<file path="config.mk">
export PLATFORM = sky130hd
export DESIGN_NAME = strobe_sched
export DESIGN_NICKNAME = d
export VERILOG_FILES = /design/src/rtl/strobe_pkg.sv /design/src/rtl/rr_pick.sv /design/src/rtl/strobe_sched.sv
export SDC_FILE = /design/constraint.sdc
export NUM_CORES = 1
export LEC_CHECK = 0
export CAP_MARGIN = 20
export CORE_ASPECT_RATIO = 1.25
export CORE_MARGIN = 5
export CORE_UTILIZATION = 40
export DETAILED_ROUTE_END_ITERATION = 7
export RECOVER_POWER = 100
export SETUP_SLACK_MARGIN = 0.05
export SLEW_MARGIN = 30
export SYNTH_ARGS = -nofsm -noshare
export SYNTH_HDL_FRONTEND = slang
export SYNTH_SLANG_ARGS = --single-unit
</file>
<file path="constraint.sdc">
create_clock -name clk -period 4.1 [get_ports clk]
set_clock_uncertainty 0.05 [all_clocks]
set_input_delay 0.82 -clock clk [delete_from_list [all_inputs] [get_ports clk]]
set_output_delay 0.82 -clock clk [all_outputs]
set_load 0.05 [all_outputs]
</file>
<file path="src/rtl/strobe_pkg.sv">
// rtl/strobe_pkg.sv - shared state encoding and id-width helper for the strobe scheduler
package strobe_pkg;

    typedef enum logic [1:0] {
        S_IDLE  = 2'd0,
        S_ARM   = 2'd1,
        S_FIRE  = 2'd2,
        S_GUARD = 2'd3
    } state_t;

    function automatic int id_width(input int n);
        return (n <= 2) ? 1 : $clog2(n);
    endfunction

endpackage

</file>
<file path="src/rtl/rr_pick.sv">
// rtl/rr_pick.sv - combinational round-robin pick: first set req bit at or after ptr, wrapping
module rr_pick #(
    parameter int N  = 4,
    parameter int IW = 2
) (
    input  logic [N-1:0]  req,
    input  logic [IW-1:0] ptr,
    output logic          valid,
    output logic [IW-1:0] index
);

    logic [N-1:0]  rot;
    logic [IW-1:0] off;
    logic [IW:0]   sum;

    // rot[j] holds req[(ptr + j) mod N], so the lowest set bit is the winner's offset
    assign rot = N'({req, req} >> ptr);

    always_comb begin
        valid = |rot;
        off   = '0;
        for (int j = N - 1; j >= 0; j--) begin
            if (rot[j]) begin
                off = IW'(j);
            end
        end
        sum   = {1'b0, ptr} + {1'b0, off};
        index = (sum >= (IW + 1)'(N)) ? IW'(sum - (IW + 1)'(N)) : IW'(sum);
    end

endmodule

</file>
<file path="src/rtl/strobe_sched.sv">
// rtl/strobe_sched.sv - round-robin scheduler granting one edge-gated write strobe per slot
module strobe_sched
    import strobe_pkg::*;
#(
    parameter int NREQ  = 4,
    parameter int GUARD = 1
) (
    input  logic                          clk,
    input  logic                          rst,
    input  logic [NREQ-1:0]               req,
    input  logic                          hold,
    output logic [NREQ-1:0]               en,
    output logic [NREQ-1:0]               ack,
    output logic [id_width(NREQ)-1:0]     grant_id,
    output logic                          busy
);

    localparam int IW = id_width(NREQ);
    localparam logic [3:0] GLOAD = (GUARD > 0) ? 4'(GUARD - 1) : 4'd0;

    state_t          state, state_n;
    logic [IW-1:0]   ptr, ptr_n;
    logic [IW-1:0]   gid_n;
    logic [NREQ-1:0] ack_n;
    logic [3:0]      cnt, cnt_n;
    logic            arb;
    logic            pick_valid;
    logic [IW-1:0]   pick_idx;
    logic [NREQ-1:0] gid_onehot;

    rr_pick #(.N(NREQ), .IW(IW)) u_pick (
        .req   (req),
        .ptr   (ptr),
        .valid (pick_valid),
        .index (pick_idx)
    );

    assign gid_onehot = {{(NREQ - 1){1'b0}}, 1'b1} << grant_id;
    assign busy       = (state != S_IDLE);

    always_ff @(posedge clk or posedge rst) begin
        if (rst) begin
            state    <= S_IDLE;
            ptr      <= '0;
            grant_id <= '0;
            ack      <= '0;
            cnt      <= '0;
        end else begin
            state    <= state_n;
            ptr      <= ptr_n;
            grant_id <= gid_n;
            ack      <= ack_n;
            cnt      <= cnt_n;
        end
    end

    // FIRE (no guard) and an expired GUARD arbitrate exactly like IDLE, so the
    // spacing between strobes is always 2 + GUARD edges.
    always_comb begin
        state_n = state;
        ptr_n   = ptr;
        gid_n   = grant_id;
        ack_n   = '0;
        cnt_n   = cnt;
        arb     = 1'b0;
        case (state)
            S_IDLE: arb = 1'b1;
            S_ARM: begin
                state_n = S_FIRE;
                ack_n   = gid_onehot;
                ptr_n   = (grant_id == IW'(NREQ - 1)) ? '0 : grant_id + 1'b1;
            end
            S_FIRE: begin
                if (GUARD == 0) begin
                    arb = 1'b1;
                end else begin
                    state_n = S_GUARD;
                    cnt_n   = GLOAD;
                end
            end
            S_GUARD: begin
                if (cnt == 4'd0) begin
                    arb = 1'b1;
                end else begin
                    cnt_n = cnt - 4'd1;
                end
            end
            default: state_n = S_IDLE;
        endcase
        if (arb) begin
            if (!hold && pick_valid) begin
                state_n = S_ARM;
                gid_n   = pick_idx;
            end else begin
                state_n = S_IDLE;
            end
        end
    end

    // Retimed to the falling edge so the gates never see en move near a rising edge
    always_ff @(negedge clk or posedge rst) begin
        if (rst) begin
            en <= '0;
        end else begin
            en <= (state == S_ARM) ? gid_onehot : '0;
        end
    end

endmodule
</file>
# Word level (Yosys, flattened, before mapping)
# Cells that the tools add are included.
# totals
out_inout_bits,11
elab_cells,42
in_bits,7
ff_bits,18
# classes
n_mux,14
shifts,2
order_cmp,1
addsub,4
reduce_logical,10
n_eq_ne,5
# op_table
cell,count
two-way mux 2 bit,7
two-way mux 4 bit,2
one-hot mux 4 bit (2 select lines),1
>> shifter 8 x 2 -> 4 bit,1
"== test 2 bit, second input constant",3
zero test 4 bit,1
one-hot mux 2 bit (2 select lines),1
AND reduction 2 bit,2
nonzero test 2 bit,2
OR reduction 4 bit,1
"<< shifter 1 x 2 -> 4 bit, first input constant",1
"subtractor 4 x 1 -> 4 bit, second input constant",1
adder 2 x 2 -> 3 bit,1
"greater-or-equal comparator 3 bit, second input constant",1
nonzero test 3 bit,1
"adder 2 x 1 -> 2 bit, second input constant",1
"== test 2 x 1 -> 1 bit, second input constant",1
zero test 2 bit,1
two-way mux 1 bit,2
"inequality test 2 bit, second input constant",1
one-hot mux 1 bit (2 select lines),1
"subtractor 2 x 1 -> 2 bit, second input constant",1
logical AND 1 bit,1
zero test 1 bit,1

# Longest topological paths before layout
# Gate-level depths: netlist (run 1).
# depth
depth_word,8
ltp_mapped,9
ltp_nobuf,8

# Cells and area by module
# From an unflattened synthesis (run 1), not the netlist that was laid out.
# unflattened
cells_unflattened,90
area_unflattened_um2,1049.8
# modules_own_cells
module,n_inst,cells_each,area_per_inst_um2
strobe_sched,1,67,869.6
rr_pick,1,23,180.2

==> metrics.yaml, run 1 <==
status: "finished, final reports clean"
hold_ws_ns: 0.5157
crit_chain: "clkbuf_2"
antenna_found_initial: 0
ant_nets: 0
multiInputGateArea_um2: 498.0
cpLargestDelayFamily: "flip-flops"
yosys.area_share.simple_pct: 17.31
p_int_mw: 0.4403
dp_cells: 144
ys.flop_type: "dfrtp_1"
yosys.area_share.adder_pct: 13.80
synthArstFlopShare_pct: 100.0
crit_type: "flip-flop to primary output"
avgSynthCellArea_um2: 10.61
powerDensity_mw_per_mm2: 657.6
cts_buffers: 3
synth_top_family_by_area: "simple AND/OR/NAND/NOR gates"
hp-class: "flip-flop to flip-flop"
synth_compound_area_share_pct: 13.43
grt_pass1_wl_um: 2918
start_util_pct: 41.51
area.sequential_um2: 450.4
timing.rr.end: "en[0]"
grt_max_degree: 11
swShare_pct: 45.01
slew_headroom_pct: 61.71
setup_slack_ns: 0.2322
max_stage_delay_ns: 0.39
cts_root_buf: "clkbuf_4"
synth-edff-count: 0
portBuffers: 17
cts_buffer_depth: 2
synth_area_um2: 997.2
regToRegSetupSlack_ns: 0.89
synth_xor_area_share_pct: 0.8783
rsz0062_at_grt: "no"
critical_path_buf_inv_count: 1
die_x_um: 54.66
peakVddDrop_uv: 303.1
fin_setup_tns_ns: 0
h-tree-depth: 1
hold_path_depth: 1
drc: 0
routedWlPerCell_um: 11.56
post_cts.repair.setup_buffers: 0
cts_resized: 0
p_comb_share_pct: 52.4
nFillCells: 247
synthCells: 94
finalNonFillerCells: 148
reg2reg_depth: 3
ys_seq_elements: 18
p_sw_mw: 0.3603
drtIter0Drc: 14
final-setup-viol-count: 0
fp-row-count: 20
endpoint_kind: "primary output"
grt_pass1_vias: 694
worstHoldStart: "cnt[0]"
first_pass_iters: 4
final-hold-violation-count: 0
cap_viol_max_count: 0
hold_buffers: 0
reg2reg_from: "state[1]"
tightest_slew_ns: 0.5744
start_kind: "flip-flop"
num_vias: 743
dp_hpwl_um: 1380
crit_required_ns: 3.23
synth_mux_area_share_pct: 4.893
crit_start: "en[3]"
die_area_mm2: 0.003598
vias_per_cell: 5.020
pwr-share-clk_pct: 13.2
core_area_mm2: 0.002402
dp_slack_ns: 0.6110
nets: 134
die_h_um: 65.83
grt-ovfl-total: 0
clk_pin_slew_worst_paths_ns: 0.10
drive_gt1_share_pct: 13.04
p_leak_nw: 0.5943
area_growth_pct: 22.08
report.power.total_mw: 0.8006
diodes: 0
arrival_ns: 3.00
cp_slowest_cell: "dfrtn_1"
grt_usage_pct: 11.32
ios: 18
cp_max_fo: 1
tritoncts: "done"
whs_endpoint: "cnt[0]"
ys_seq_area_share_pct: 45.17
clock_latency_ns: 0.29
clkSinkCount: 18
gp_congestion: 0.7575
synth_nets: 112
wl_um: 1711
yosys_warnings: 0
maxSlewViolCount: 0
synth.distinct_cells: 33
seq_power_share_pct: 34.3
[sequential cells by signal (all words and copies together) (netlist names)]
signal,count
grant_id,2
ptr,2
cnt,4
ack,4
en,4
state,2
[metal layers]
metal | wire length [um] | GRT usage (%) | share of wire, %
met1 | 704 | 11.64 | 41
met2 | 895 | 20.27 | 52
met3 | 64 | 1.354 | 3.7
met4 | 46 | 7.477 | 2.7
met5 | 0 | 0 | 0
[worst reg2reg max path, delay by kind of cell (launching register included)]
kind                     cells  cell delay, ns
flip-flops                   1            0.40
buffers and inverters        1            0.07
AND/OR/NAND/NOR              1            0.20
adder cells (fa/ha/maj)      1            0.27
[cells in the final DEF (no fill, tap or decap), types with 6 or more instances in the layout]
cell	instances
ha_1	11
dfrtp_1	14
inv_1	10
nand2_1	6
nor2_1	7
dlygate4sd3_1	9
o21ai_0	7
[kinds of logic after synthesis]
group	count (synthesis)
flops	18
xor+xnor	1
simple gates	30
mux	4
fa+ha+maj	11
buf+inv	11
compound gates	19
[cell usage after synthesis (2+ instances only)]
cell / n / area share, %
nor2_1: 7 / 2.6
nor2b_1: 2 / 1.3
nand2b_1: 2 / 1.3
nand2_1: 6 / 2.3
o21ai_0: 7 / 3.5
mux2_2: 3 / 3.4
a21oi_1: 2 / 1.0
dfrtn_1: 4 / 10
ha_1: 11 / 14
dfrtp_1: 14 / 35
nor3_1: 2 / 1.0
and2_1: 4 / 2.5
inv_1: 10 / 3.8
[final cells by class]
cell class / instances / share of cell area, %
timing repair buffer: 18 / 12.64
clock buffer: 4 / 2.980
multi-input combinational: 65 / 40.90
sequential: 18 / 37.00
tap: 33 / 3.392
inverter: 10 / 3.083
[power groups by stage]
stage,Combinational (mW),Clock [mW],Sequential [mW]
floorplan,0.258,0,0.356
global placement,0.461,0,0.285
detailed placement,0.470,0,0.287
CTS,0.471,0.110,0.283
global route,0.464,0.120,0.287
finish,0.420,0.106,0.275
[worst max-delay path by stage]
stage / endpoint / slack, ns / cells after the start
finish: en[3] / 0.23 / 1
floorplan: en[0] / 0.53 / 0
CTS: en[3] / 0.29 / 1
detailed placement: en[3] / 0.61 / 1
global route: en[3] / 0.18 / 1
global placement: en[2] / 0.63 / 1
[metrics by stage]
step,utilization (%),instance area (um^2)
3_3_place_gp,51.98,1249
3_5_place_dp,51.98,1249
6_report,50.68,1217
2_1_floorplan,-,997.2
5_1_grt,50.68,1217
4_1_cts,53.49,1285
Note: power is estimated with default switching activity, not from simulation.
==> inputs of run 2 (changes only) <==
Settings changed: CTS_BUF_LIST set to sky130_fd_sc_hd__clkbuf_4 sky130_fd_sc_hd__clkbuf_8 sky130_fd_sc_hd__clkbuf_16, RECOVER_POWER 100 to unset.
==> run 2 against run 1 <==
Effect of this change: count of clock-buffer cells in the layout unchanged; global-route usage unchanged; clock power about the same; cell count unchanged; worst hold slack got worse by 0.0023 ns; via count increased by 0.27%; combinational power increased by 10%; worst setup slack improved by 0.082 ns; largest power group unchanged.
==> metrics.yaml, run 2 (synthesized netlist as in run 1, its figures left out) <==
start_util_pct: 41.51
fin_setup_tns_ns: 0
clock_latency_ns: 0.28
grt-ovfl-total: 0
ant_nets: 0
core_area_mm2: 0.002402
die_h_um: 65.83
cts_resized: 0
drive_gt1_share_pct: 15.65
dp_cells: 144
hold_path_depth: 1
routedWlPerCell_um: 11.40
final-setup-viol-count: 0
cp.depth: 1
cts_buffer_depth: 2
arrival_ns: 2.92
portBuffers: 17
drc: 0
wl_um: 1687
placed_area_mm2: 0.001249
grt_pass1_vias: 694
slew_headroom_pct: 66.68
fp-row-count: 20
die_x_um: 54.66
antenna_found_initial: 0
clk_pin_slew_worst_paths_ns: 0.10
cp_max_fo: 1
report.power.total_mw: 0.8497
drtIter0Drc: 13
cap_viol_max_count: 0
die_area_mm2: 0.003598
peakVddDrop_uv: 340.1
design_area_mm2: 0.001285
status: "finished, final reports clean"
crit_required_ns: 3.23
crit_type: "flip-flop to primary output"
hp-class: "flip-flop to flip-flop"
critical_path_buf_inv_count: 1
cts_buffers: 3
h-tree-depth: 1
dp_hpwl_um: 1380
postLayoutCoreUtil_pct: 53.49
hold_buffers: 0
mostFrequentLayoutCell: "dfrtp_1"
first_pass_iters: 4
layout_common_cells: "dfrtp_1 (14), clkdlybuf4s50_1 (13), ha_1 (11), inv_1 (10)"
nets: 134
num_vias: 745
grt-busiest-layer: "met2"
crit_chain: "buf_12"
grt_usage_pct: 11.32
cp_slowest_cell: "dfrtn_1"
diodes: 0
p_leak_nw: 0.6057
maxSlewViolCount: 0
powerDensity_mw_per_mm2: 661.3
max_stage_delay_ns: 0.44
tightest_slew_ns: 0.4983
gp_congestion: 0.7575
grt_use_met2_pct: 20.27
finalNonFillerCells: 148
clkSinkCount: 18
endpoint_kind: "primary output"
tritoncts: "done"
met1_usage_pct: 11.64
grt_pass1_wl_um: 2918
vias_per_cell: 5.034
ios: 18
area_growth_pct: 28.86
use_met3_pct: 1.354
start_kind: "flip-flop"
grt_max_degree: 11
top_regs: "ack: 4 flops, cnt: 4 flops, en: 4 flops"
post_cts.repair.setup_buffers: 0
reg2reg_depth: 3
cts_root_buf: "clkbuf_4"
rsz0062_at_grt: "no"
final-hold-violation-count: 0
cpLargestDelayFamily: "flip-flops"
-- run 2: cell count changes in the layout (fill, tap and decap cells not counted), sizes merged --
cell           delta
clkbuf            -5
clkdlybuf4s50     +9
dlygate4sd3       -9
buf               +5
-- run 2: worst paths after layout --
kind                          start     end  slack, ns
max                           en[3]   en[3]       0.31
min                          cnt[0]  cnt[0]       0.51
max reg2reg                state[1]   en[2]       0.91
min reg2reg                  cnt[0]  cnt[0]       0.51
max in group asynchronous       rst   en[0]       1.08
min in group asynchronous       rst  ack[2]       0.73
-- run 2: worst register-to-register path: stages (launching register included) --
cell	delay (ns)
dfrtp_1	0.40
inv_1	0.08
ha_1	0.27
and2_1	0.19
-- run 2: metal layers --
layer  vias to the layer above  part of all wire, %  routed length (um)
met5                         -                    0                   0
met4                         0                  2.0                  34
met3                         2                  5.0                  84
met2                        21                   54                 917
met1                       359                   39                 651
li1                        363                    -                   -
-- run 2: per-stage QoR --
stage          setup slack [ns]  hold WS, ns
5_1_grt                  0.2680       0.5489
6_report                 0.3138       0.5134
3_5_place_dp             0.6110       0.4702
3_3_place_gp             0.6265       0.4608
4_1_cts                  0.2935       0.5206
2_1_floorplan            0.5288       0.4249
-- run 2: report_power, final --
part,total (mW),internal (mW),switching (mW)
sequential,0.282,0.227,0.0547
combinational,0.463,0.204,0.260
clock,0.105,0.0540,0.0507
-- run 2: area by class of cell --
class                   instances  area [um^2]
multi-input cells              65        501.7
well taps                      33        41.29
flip-flops and latches         18        450.4
fillers                       238         1117
inverters                      10        37.54
repair buffers                 18        217.7
clock buffers                   4        36.28
